## src/rtl/ave8_pkg.sv

```systemverilog
// rtl/ave8_pkg.sv - shared types and helpers for the ave8 threshold monitor
//
// Contents:
//   AVE8_W      sample width of the moving-average stream
//   REC_CNT_W   width of the count field carried in a window record
//   mon_state_e hysteresis detector state
//   win_rec_t   window statistics record {min, max, cnt}
//   lo_thr()    re-arm threshold, thr - hyst saturated at 0, 9-bit result
package ave8_pkg;

  localparam int AVE8_W    = 8;
  // Fixed record field width; CNT_W of the monitor must not exceed this.
  localparam int REC_CNT_W = 16;

  typedef enum logic {
    BELOW = 1'b0,
    ABOVE = 1'b1
  } mon_state_e;

  typedef struct packed {
    logic [AVE8_W-1:0]    min;
    logic [AVE8_W-1:0]    max;
    logic [REC_CNT_W-1:0] cnt;
  } win_rec_t;

  // Computed one bit wider than a sample so the subtraction can never wrap.
  function automatic logic [AVE8_W:0] lo_thr(input logic [AVE8_W-1:0] thr,
                                              input int unsigned      hyst);
    logic [AVE8_W:0] thr_w;
    logic [AVE8_W:0] hyst_w;
    thr_w  = {1'b0, thr};
    hyst_w = (hyst > (2 ** (AVE8_W + 1)) - 1) ? '1 : (AVE8_W + 1)'(hyst);
    if (thr_w >= hyst_w) begin
      return thr_w - hyst_w;
    end
    return '0;
  endfunction

endpackage

```

## src/rtl/ave8_thresh_mon_if.sv

```systemverilog
// rtl/ave8_thresh_mon_if.sv - window record valid/ready readout interface
//
// Signals:
//   stat_valid  record available (producer)
//   stat_ready  consumer accepts record (consumer)
//   stat_min    minimum sample in the window
//   stat_max    maximum sample in the window
//   stat_cnt    armed upward crossings in the window
//   stat_ovf    sticky: a completed window was dropped
// Modports: master = record producer, slave = register/readout logic.
interface ave8_thresh_mon_if #(
  parameter int CNT_W = 8
);

  logic             stat_valid;
  logic             stat_ready;
  logic [7:0]       stat_min;
  logic [7:0]       stat_max;
  logic [CNT_W-1:0] stat_cnt;
  logic             stat_ovf;

  modport master (
    output stat_valid, stat_min, stat_max, stat_cnt, stat_ovf,
    input  stat_ready
  );

  modport slave (
    input  stat_valid, stat_min, stat_max, stat_cnt, stat_ovf,
    output stat_ready
  );

endinterface

```

## src/rtl/ave8_win_stats.sv

```systemverilog
// rtl/ave8_win_stats.sv - per-window running min/max/crossing accumulator
//
// Ports:
//   CLOCK        rising-edge clock
//   RESET        synchronous active-high reset
//   clr_i        synchronous soft clear, same effect as RESET
//   smp_valid_i  sample strobe (already masked by clr in the caller)
//   smp_i        sample value
//   smp_cross_i  this sample produced an armed upward crossing
//   done_o       combinational: this sample completes the window
//   rec_o        combinational: record including this sample, valid with done_o
module ave8_win_stats
  import ave8_pkg::*;
#(
  parameter int WIN_LEN = 64,
  parameter int CNT_W   = 8
) (
  input  logic              CLOCK,
  input  logic              RESET,
  input  logic              clr_i,
  input  logic              smp_valid_i,
  input  logic [AVE8_W-1:0] smp_i,
  input  logic              smp_cross_i,
  output logic              done_o,
  output win_rec_t          rec_o
);

  localparam int IDX_W = $clog2(WIN_LEN);

  logic [IDX_W-1:0]  idx_q, idx_d;
  logic [AVE8_W-1:0] min_q, min_d;
  logic [AVE8_W-1:0] max_q, max_d;
  logic [CNT_W-1:0]  cnt_q, cnt_d;

  // Running values with the current sample folded in.
  logic [AVE8_W-1:0] min_n;
  logic [AVE8_W-1:0] max_n;
  logic [CNT_W-1:0]  cnt_n;
  logic              last_smp;

  always_comb begin
    min_n    = (smp_i < min_q) ? smp_i : min_q;
    max_n    = (smp_i > max_q) ? smp_i : max_q;
    cnt_n    = (smp_cross_i && (cnt_q != '1)) ? cnt_q + CNT_W'(1) : cnt_q;
    last_smp = (idx_q == IDX_W'(WIN_LEN - 1));

    done_o    = smp_valid_i && last_smp;
    rec_o.min = min_n;
    rec_o.max = max_n;
    rec_o.cnt = REC_CNT_W'(cnt_n);

    idx_d = idx_q;
    min_d = min_q;
    max_d = max_q;
    cnt_d = cnt_q;
    if (smp_valid_i) begin
      // Power-of-two window: the index wraps to 0 on the last sample.
      idx_d = idx_q + IDX_W'(1);
      if (last_smp) begin
        min_d = '1;
        max_d = '0;
        cnt_d = '0;
      end else begin
        min_d = min_n;
        max_d = max_n;
        cnt_d = cnt_n;
      end
    end
  end

  always_ff @(posedge CLOCK) begin
    if (RESET || clr_i) begin
      idx_q <= '0;
      min_q <= '1;
      max_q <= '0;
      cnt_q <= '0;
    end else begin
      idx_q <= idx_d;
      min_q <= min_d;
      max_q <= max_d;
      cnt_q <= cnt_d;
    end
  end

endmodule

```

## src/rtl/ave8_thresh_mon.sv

```systemverilog
// rtl/ave8_thresh_mon.sv - hysteresis threshold monitor with windowed statistics
//
// Ports:
//   CLOCK      rising-edge clock
//   RESET      synchronous active-high reset
//   avg_in     registered 8-tap moving average sample
//   avg_valid  avg_in is a new sample this cycle
//   thr_hi     upper threshold, used only on avg_valid cycles
//   clr        soft clear of window, detector and overflow flag
//   cross_o    one-cycle pulse per armed upward crossing
//   above_o    detector state, 1 = ABOVE
//   stat       window record readout (master side)
module ave8_thresh_mon
  import ave8_pkg::*;
#(
  parameter int WIN_LEN = 64,
  parameter int HYST    = 4,
  parameter int CNT_W   = 8
) (
  input  logic                      CLOCK,
  input  logic                      RESET,
  input  logic [AVE8_W-1:0]         avg_in,
  input  logic                      avg_valid,
  input  logic [AVE8_W-1:0]         thr_hi,
  input  logic                      clr,
  output logic                      cross_o,
  output logic                      above_o,
  ave8_thresh_mon_if.master         stat
);

  mon_state_e      state_q, state_d;
  logic            cross_q, cross_d;
  logic [AVE8_W:0] lo_w;
  logic            smp_valid;

  // clr wins over a coincident sample; that sample is simply lost.
  assign smp_valid = avg_valid && !clr;
  assign lo_w      = lo_thr(thr_hi, HYST);

  always_comb begin
    state_d = state_q;
    cross_d = 1'b0;
    if (smp_valid) begin
      case (state_q)
        BELOW: begin
          if ({1'b0, avg_in} >= {1'b0, thr_hi}) begin
            state_d = ABOVE;
            cross_d = 1'b1;
          end
        end
        ABOVE: begin
          // With thr_hi < HYST the re-arm level is 0 and this never fires.
          if ({1'b0, avg_in} < lo_w) begin
            state_d = BELOW;
          end
        end
        default: state_d = BELOW;
      endcase
    end
  end

  always_ff @(posedge CLOCK) begin
    if (RESET || clr) begin
      state_q <= BELOW;
      cross_q <= 1'b0;
    end else begin
      state_q <= state_d;
      cross_q <= cross_d;
    end
  end

  assign cross_o = cross_q;
  assign above_o = (state_q == ABOVE);

  logic     done;
  win_rec_t done_rec;

  ave8_win_stats #(
    .WIN_LEN (WIN_LEN),
    .CNT_W   (CNT_W)
  ) u_win_stats (
    .CLOCK       (CLOCK),
    .RESET       (RESET),
    .clr_i       (clr),
    .smp_valid_i (smp_valid),
    .smp_i       (avg_in),
    .smp_cross_i (cross_d),
    .done_o      (done),
    .rec_o       (done_rec)
  );

  // Output slot: one held record plus the sticky drop flag.
  logic              slot_valid_q, slot_valid_d;
  logic [AVE8_W-1:0] slot_min_q, slot_min_d;
  logic [AVE8_W-1:0] slot_max_q, slot_max_d;
  logic [CNT_W-1:0]  slot_cnt_q, slot_cnt_d;
  logic              ovf_q, ovf_d;
  logic              unused_rec_cnt;

  assign unused_rec_cnt = ^done_rec.cnt;

  always_comb begin
    slot_valid_d = slot_valid_q;
    slot_min_d   = slot_min_q;
    slot_max_d   = slot_max_q;
    slot_cnt_d   = slot_cnt_q;
    ovf_d        = ovf_q;
    if (slot_valid_q && stat.stat_ready) begin
      slot_valid_d = 1'b0;
    end
    if (done) begin
      // A record being accepted this cycle frees the slot for the new one.
      if (!slot_valid_q || stat.stat_ready) begin
        slot_valid_d = 1'b1;
        slot_min_d   = done_rec.min;
        slot_max_d   = done_rec.max;
        slot_cnt_d   = done_rec.cnt[CNT_W-1:0];
      end else begin
        ovf_d = 1'b1;
      end
    end
  end

  always_ff @(posedge CLOCK) begin
    if (RESET || clr) begin
      slot_valid_q <= 1'b0;
      slot_min_q   <= '0;
      slot_max_q   <= '0;
      slot_cnt_q   <= '0;
      ovf_q        <= 1'b0;
    end else begin
      slot_valid_q <= slot_valid_d;
      slot_min_q   <= slot_min_d;
      slot_max_q   <= slot_max_d;
      slot_cnt_q   <= slot_cnt_d;
      ovf_q        <= ovf_d;
    end
  end

  assign stat.stat_valid = slot_valid_q;
  assign stat.stat_min   = slot_min_q;
  assign stat.stat_max   = slot_max_q;
  assign stat.stat_cnt   = slot_cnt_q;
  assign stat.stat_ovf   = ovf_q;

endmodule

```

## src/flat_wrapper.sv

```systemverilog
// flat-port wrapper written by rule: the top's interface ports become plain ports
module ave8_thresh_mon_flat import ave8_pkg::*;
#(
  parameter int WIN_LEN = 64,
  parameter int HYST    = 4,
  parameter int CNT_W   = 8
)
  (CLOCK, RESET, avg_in, avg_valid, thr_hi, clr, cross_o, above_o, stat_stat_valid, stat_stat_min, stat_stat_max, stat_stat_cnt, stat_stat_ovf, stat_stat_ready);
  ave8_thresh_mon_if #(.CNT_W(CNT_W)) stat_i ();
  input  logic CLOCK;
  input  logic RESET;
  input  logic [AVE8_W-1:0] avg_in;
  input  logic avg_valid;
  input  logic [AVE8_W-1:0] thr_hi;
  input  logic clr;
  output logic cross_o;
  output logic above_o;
  output wire logic [$bits(stat_i.stat_valid)-1:0] stat_stat_valid;
  output wire logic [$bits(stat_i.stat_min)-1:0] stat_stat_min;
  output wire logic [$bits(stat_i.stat_max)-1:0] stat_stat_max;
  output wire logic [$bits(stat_i.stat_cnt)-1:0] stat_stat_cnt;
  output wire logic [$bits(stat_i.stat_ovf)-1:0] stat_stat_ovf;
  input wire logic [$bits(stat_i.stat_ready)-1:0] stat_stat_ready;
  assign stat_stat_valid = stat_i.stat_valid;
  assign stat_stat_min = stat_i.stat_min;
  assign stat_stat_max = stat_i.stat_max;
  assign stat_stat_cnt = stat_i.stat_cnt;
  assign stat_stat_ovf = stat_i.stat_ovf;
  assign stat_i.stat_ready = stat_stat_ready;
  ave8_thresh_mon #(.WIN_LEN(WIN_LEN), .HYST(HYST), .CNT_W(CNT_W)) u_core (.CLOCK(CLOCK), .RESET(RESET), .avg_in(avg_in), .avg_valid(avg_valid), .thr_hi(thr_hi), .clr(clr), .cross_o(cross_o), .above_o(above_o), .stat(stat_i));
endmodule
```

## config.mk

```make
export PLATFORM = sky130hd
export DESIGN_NAME = ave8_thresh_mon_flat
export DESIGN_NICKNAME = d
export VERILOG_FILES = /design/src/rtl/ave8_pkg.sv /design/src/rtl/ave8_thresh_mon_if.sv /design/src/rtl/ave8_win_stats.sv /design/src/rtl/ave8_thresh_mon.sv /design/src/flat_wrapper.sv
export SDC_FILE = /design/constraint.sdc
export NUM_CORES = 1
export LEC_CHECK = 0
export BUFFER_PORTS_ARGS = -buffer_cell sky130_fd_sc_hd__buf_2
export CORE_UTILIZATION = 52
export DETAILED_ROUTE_END_ITERATION = 16
export GPL_TIMING_DRIVEN = 0
export PLACE_DENSITY = 0.76
export SLEW_MARGIN = 20
export SYNTH_ARGS = -nofsm -noshare
export SYNTH_HDL_FRONTEND = slang
export SYNTH_HIERARCHICAL = 1
export SYNTH_SLANG_ARGS = --single-unit
export TNS_END_PERCENT = 20
```

## constraint.sdc

```tcl
create_clock -name CLOCK -period 2.45 [get_ports CLOCK]
set_clock_uncertainty 0.2 [all_clocks]
set_input_delay 0.245 -clock CLOCK [delete_from_list [all_inputs] [get_ports CLOCK]]
set_output_delay 0.245 -clock CLOCK [all_outputs]
set_load 0.03 [all_outputs]
```

# ---- Word-level counts from Yosys, hierarchy flattened
# Index checks and enable logic that the tools add are counted.
dict set report totals {
  mem_bits_ro 0
  elab_cells 50
  memories 0
  latch_bits 0
  ram_bits 0
  output_inout_bits 28
  regBits 58
}
dict set report classes {
  n_shift 0
  order_cmp 5
  bitwise 2
  reduce_logical 10
  multipliers 0
  add_sub_neg 3
  n_mux 17
  div 0
  n_eq_ne 2
}
# op count
set op_table {}
lappend op_table {{2-to-1 mux 8 bit} 6}
lappend op_table {{2-to-1 mux 9 bit} 2}
lappend op_table {{< comparator 8 x 9 -> 1 bit} 1}
lappend op_table {{subtractor 8 x 3 -> 9 bit, second input constant} 1}
lappend op_table {{adder 8 x 1 -> 8 bit, second input constant} 1}
lappend op_table {{greater-or-equal comparator 8 x 3 -> 1 bit, second input constant} 1}
lappend op_table {{greater-or-equal comparator 8 bit} 1}
lappend op_table {{> comparator 8 bit} 1}
lappend op_table {{< comparator 8 bit} 1}
lappend op_table {{2-to-1 mux 1 bit} 8}
lappend op_table {{!= test 8 bit, second input constant} 1}
lappend op_table {{adder 6 x 1 -> 6 bit, second input constant} 1}
lappend op_table {{equality test 6 bit, second input constant} 1}
lappend op_table {{logical AND 1 bit} 4}
lappend op_table {{AND reduction 2 bit} 2}
lappend op_table {{zero test 1 bit} 2}
lappend op_table {{logical OR 1 bit} 2}
lappend op_table {{inverter 1 bit} 2}
lappend op_table {{case mux 1 bit (2 select lines)} 1}

# ---- Logic depth before layout (Yosys ltp)
dict set report logic_depth {
  depth_word 7
  mapped_depth 13
  mapped_depth_nobuf 13
}

# ---- Hierarchy
# Netlist, hierarchy kept.
# mod area_each_um2 n_inst cells_each
set modules_own_cells {}
lappend modules_own_cells {ave8_win_stats 2092.0 1 229}
lappend modules_own_cells {ave8_thresh_mon 1465.2 1 191}

# ---- Least setup slack after synthesis
# Ideal clock, no wire load.
dict set report synth_timing {
  path_kind {input -> register}
  from {input thr_hi[3]}
  to {register u_core.state_q, in the netlist u_core/above_o}
  arrival_time_ns 2.105
  setup_ns 0.135
  slack_ns 0.010
  path_buffers 0
  stages 10
  cell_sequence {inv_1 > ha_1 > or4b_4 > nand4_1 > nand2_1 > ha_1 > a2111oi_0 > o221ai_1 > o2111ai_1 > a31oi_1}
}
dict set report synth_between {
  elab_chain_len 6
}
# element line_no
set synth_rtl {}
lappend synth_rtl {{start: declaration} flat_wrapper.sv:14} ;# input logic [AVE8_W-1:0] thr_hi;
lappend synth_rtl {{subtractor 8 x 3 -> 9 bit or greater-or-equal comparator 8 x 3 -> 1 bit (tied branches)} {ave8_pkg.sv:34, ave8_pkg.sv:33}}
lappend synth_rtl {{2-to-1 mux 9 bit or 2-to-1 mux 1 bit (tied branches)} ave8_pkg.sv:33} ;# if (thr_w >= hyst_w) begin
lappend synth_rtl {{2-to-1 mux 9 bit} ave8_pkg.sv:36} ;# return '0;
lappend synth_rtl {{< comparator 8 x 9 -> 1 bit} ave8_thresh_mon.sv:53} ;# if ({1'b0, avg_in} < lo_w) begin
lappend synth_rtl {{2-to-1 mux 1 bit} ave8_thresh_mon.sv:53}
lappend synth_rtl {{case mux 1 bit (2 select lines) (*)} ave8_thresh_mon.sv:44} ;# case (state_q)
lappend synth_rtl {{end signal: assignment} ave8_thresh_mon.sv:67} ;# state_q <= state_d;
lappend synth_rtl {{end: declaration} ave8_thresh_mon.sv:31} ;# mon_state_e state_q, state_d;
# Every way passes the cells marked *; elsewhere a longest branch is shown, timed or not. The select of a mux whose other input is x is not followed.
# A chain may end at the register's enable or synchronous reset.

# ---- Final worst setup path
# Ends and elaborated chain as after synthesis.

==> metrics.md <==
| Metric | Value |
|---|---|
| Avg Cell Area, Syn | `8.50 um2` |
| Most common cell after layout, fill and taps aside | `nand2_1` |
| Tightest Hold Check Type | `in -> reg` |
| RSZ-0062 raised after global routing | `yes` |
| DR DRC count | `6` |
| First-pass GRT wire length | `13,700 um` |
| CP delay by family, top | `compound AO/OA/AOI/OAI gates` |
| CTS Buf Count | `9` |
| Syn_nets | `466` |
| Worst path most repeated cell | `ha_1` |
| Largest net degree at the start of global routing | `11` |
| CTS Hold Bufs | `0` |
| Slew Viols, Final | `0` |
| Critical path fanouts, max | `4` |
| Average wire per standard cell | `14.8 um` |
| Worst VDD drop | `0.386 mV` |
| Clock Latency Late Sink | `0.34 ns` |
| Initial antenna violation count | `0` |
| Warnings, synthesis | `6` |
| Die Wd | `84.0 um` |
| Starting Density | `0.544` |
| # diodes | `0` |
| Slowest library cell on the worst path | `or4b_4` |
| Setup WS post-layout | `0.0722 ns` |
| Final-report setup violation count | `0` |
| CP max stage delay | `0.47 ns` |
| GRT Total Usage | `0.247` |
| Via density | `5.66` |
| Slew margin rel. | `0.575` |
| Clock share of power | `0.378` |
| Final hold violation count | `0` |
| HPWL after DPL | `6150 um` |
| Sw power | `0.541 mW` |
| Max Fclk | `421 MHz` |
| Num Clock Sinks | `58` |
| # IOs | `49` |
| Vias after detailed routing | `3,142` |
| Critical path endpoint category | `register` |
| Area of the core | `6420 um2` |
| Vias in the first global route | `3,075` |
| Design Power | `2.00 mW` |
| CTS tree | `done` |
| Clock transition at path regs | `0.07 ns` |
| Pre-antenna DRT Iters | `10` |
| Final-layout fill cell count | `587` |
| Worst-path cell chain | `buf_2, inv_1, ha_1, or4b_4, nand4_1, nand2_1, ha_1, a2111oi_4, o221ai_2, o2111ai_1, a31oi_1` |
| CP startpoint kind | `primary input` |
| Share of cells above drive strength 1 | `0.224` |
| Worst Path Class, Setup | `in -> reg` |
| Status | `finished, violations left` |
| DIE AREA | `7050 um2` |
| 1st-iter DRT viols | `160` |
| Critical Path RT | `2.46 ns` |
| Seq pwr share | `0.479` |
| DRT Wirelength | `8230 um` |
| Bufs and invs on worst path | `2` |
| Grt total ovfl | `0` |
| Gp weighted congestion | `0.870` |
| Worst EP arrival | `2.39 ns` |
| Min Tclk post-route | `2.38 ns` |
| Comb pwr share | `0.144` |
| Leakage | `1.73 nW` |
| Sw Share | `0.271` |
| Final ANT Viol Nets | `0` |
| Syn Std Cell Area | `3490 um2` |
| Die Span Y | `84.0 um` |
| Area Growth Syn to Fin | `16.1%` |
| Worst Max-Slew Pin Slew | `0.636 ns` |
| Site Rows | `29` |
| Buffers added on ports | `48` |
| P_int | `1.46 mW` |
| Max clock buf depth | `2` |
| Place WS | `-0.530 ns` |
| Syn Inst Count | `411` |
| Max_cap viols | `0` |
| H-Tree Depth | `3` |
| Root Driver | `clkbuf_8` |
| Layout Nets | `528` |
| Tcrit/Tclk final | `0.971` |
| Most frequent cells in the layout | `nand2_1, dfxtp_1, buf_2` |
| Fin util | `0.631` |
| Failing checks | `design-rule violations` |
| Power Density | `493 nW/um2` |
==> power groups by stage <==
stage,Sequential [mW],Clock [mW],Combinational [mW]
finish,0.958,0.755,0.287
global route,0.958,0.822,0.318
CTS,0.957,0.775,0.278
detailed placement,0.978,0,0.273
global placement,0.978,0,0.264
floorplan,0.978,0,0.186
==> worst register-to-register path, cell delays in order, from the launching register on <==
cell     delay (ns)
dfxtp_1        0.35
inv_1          0.05
ha_1           0.30
nand4_1        0.16
nor2_2         0.19
a21oi_1        0.14
nor2_4         0.27
mux2_2         0.39
nand2_1        0.08
a21oi_1        0.06
==> worst paths after layout <==
path,cells after the start,endpoint,start,slack (ns)
setup / recovery,11,u_core/above_o,thr_hi[3],0.07
hold / removal,2,u_core/u_win_stats/max_q[0],avg_in[0],0.01
setup reg to reg,9,u_core/stat.stat_max[3],u_core/u_win_stats/max_q[7],0.13
hold reg to reg,2,u_core/stat.stat_min[4],u_core/stat.stat_min[4],0.25
==> sequential cells by signal, indices dropped and copies added (netlist names) <==
signal                    flops
u_core/above_o                1
u_core/stat.stat_ovf          1
u_core/cross_o                1
u_core/stat.stat_valid        1
u_core/stat.stat_min          8
u_core/stat.stat_max          8
u_core/stat.stat_cnt          8
u_core/u_win_stats/min_q      8
u_core/u_win_stats/max_q      8
u_core/u_win_stats/idx_q      6
u_core/u_win_stats/cnt_q      8
==> what timing repair did <==
| item | CTS | global route |
|---|---|---|
| endpoints found under the setup margin | 21 | 27 |
| pin swaps | 0 | 2 |
| gates resized for setup | 6 | 7 |
| buffers inserted | 0 | 3 |
==> per-layer routing <==
metal  routed length [um]  global-route usage  up-vias  part of all wire
met3                  366              0.0623       13             0.044
li1                     -                   -     1604                 -
met4                  132              0.0893        0             0.016
met1                 3630               0.284     1457              0.44
met5                    0                   0        -                 0
met2                 4100               0.441       68              0.50
==> area by class of cell <==
class,count,area [um2],share of cell area
plain buffers,18,92.6,0.0228
clock buffers,13,149,0.0367
clock inverters,3,15.0,0.00370
inverters,30,113,0.0278
multi-input cells,305,2170,0.534
flip-flops and latches,58,1160,0.286
well taps,77,96.3,0.0238
repair buffers,51,263,0.0648
==> stage by stage <==
step	cells	hold slack, ns	TNS [ns]	instance area [um2]
after floorplan	411	0.171	0	3490
after global placement	536	0.240	-6.03	3830
after detailed placement	536	0.246	-6.58	3830
after CTS	552	0.00488	0	4010
after global routing	555	0.0257	-0.0395	4060
final	555	0.0107	0	4060
(Power assumes the default switching activity.)
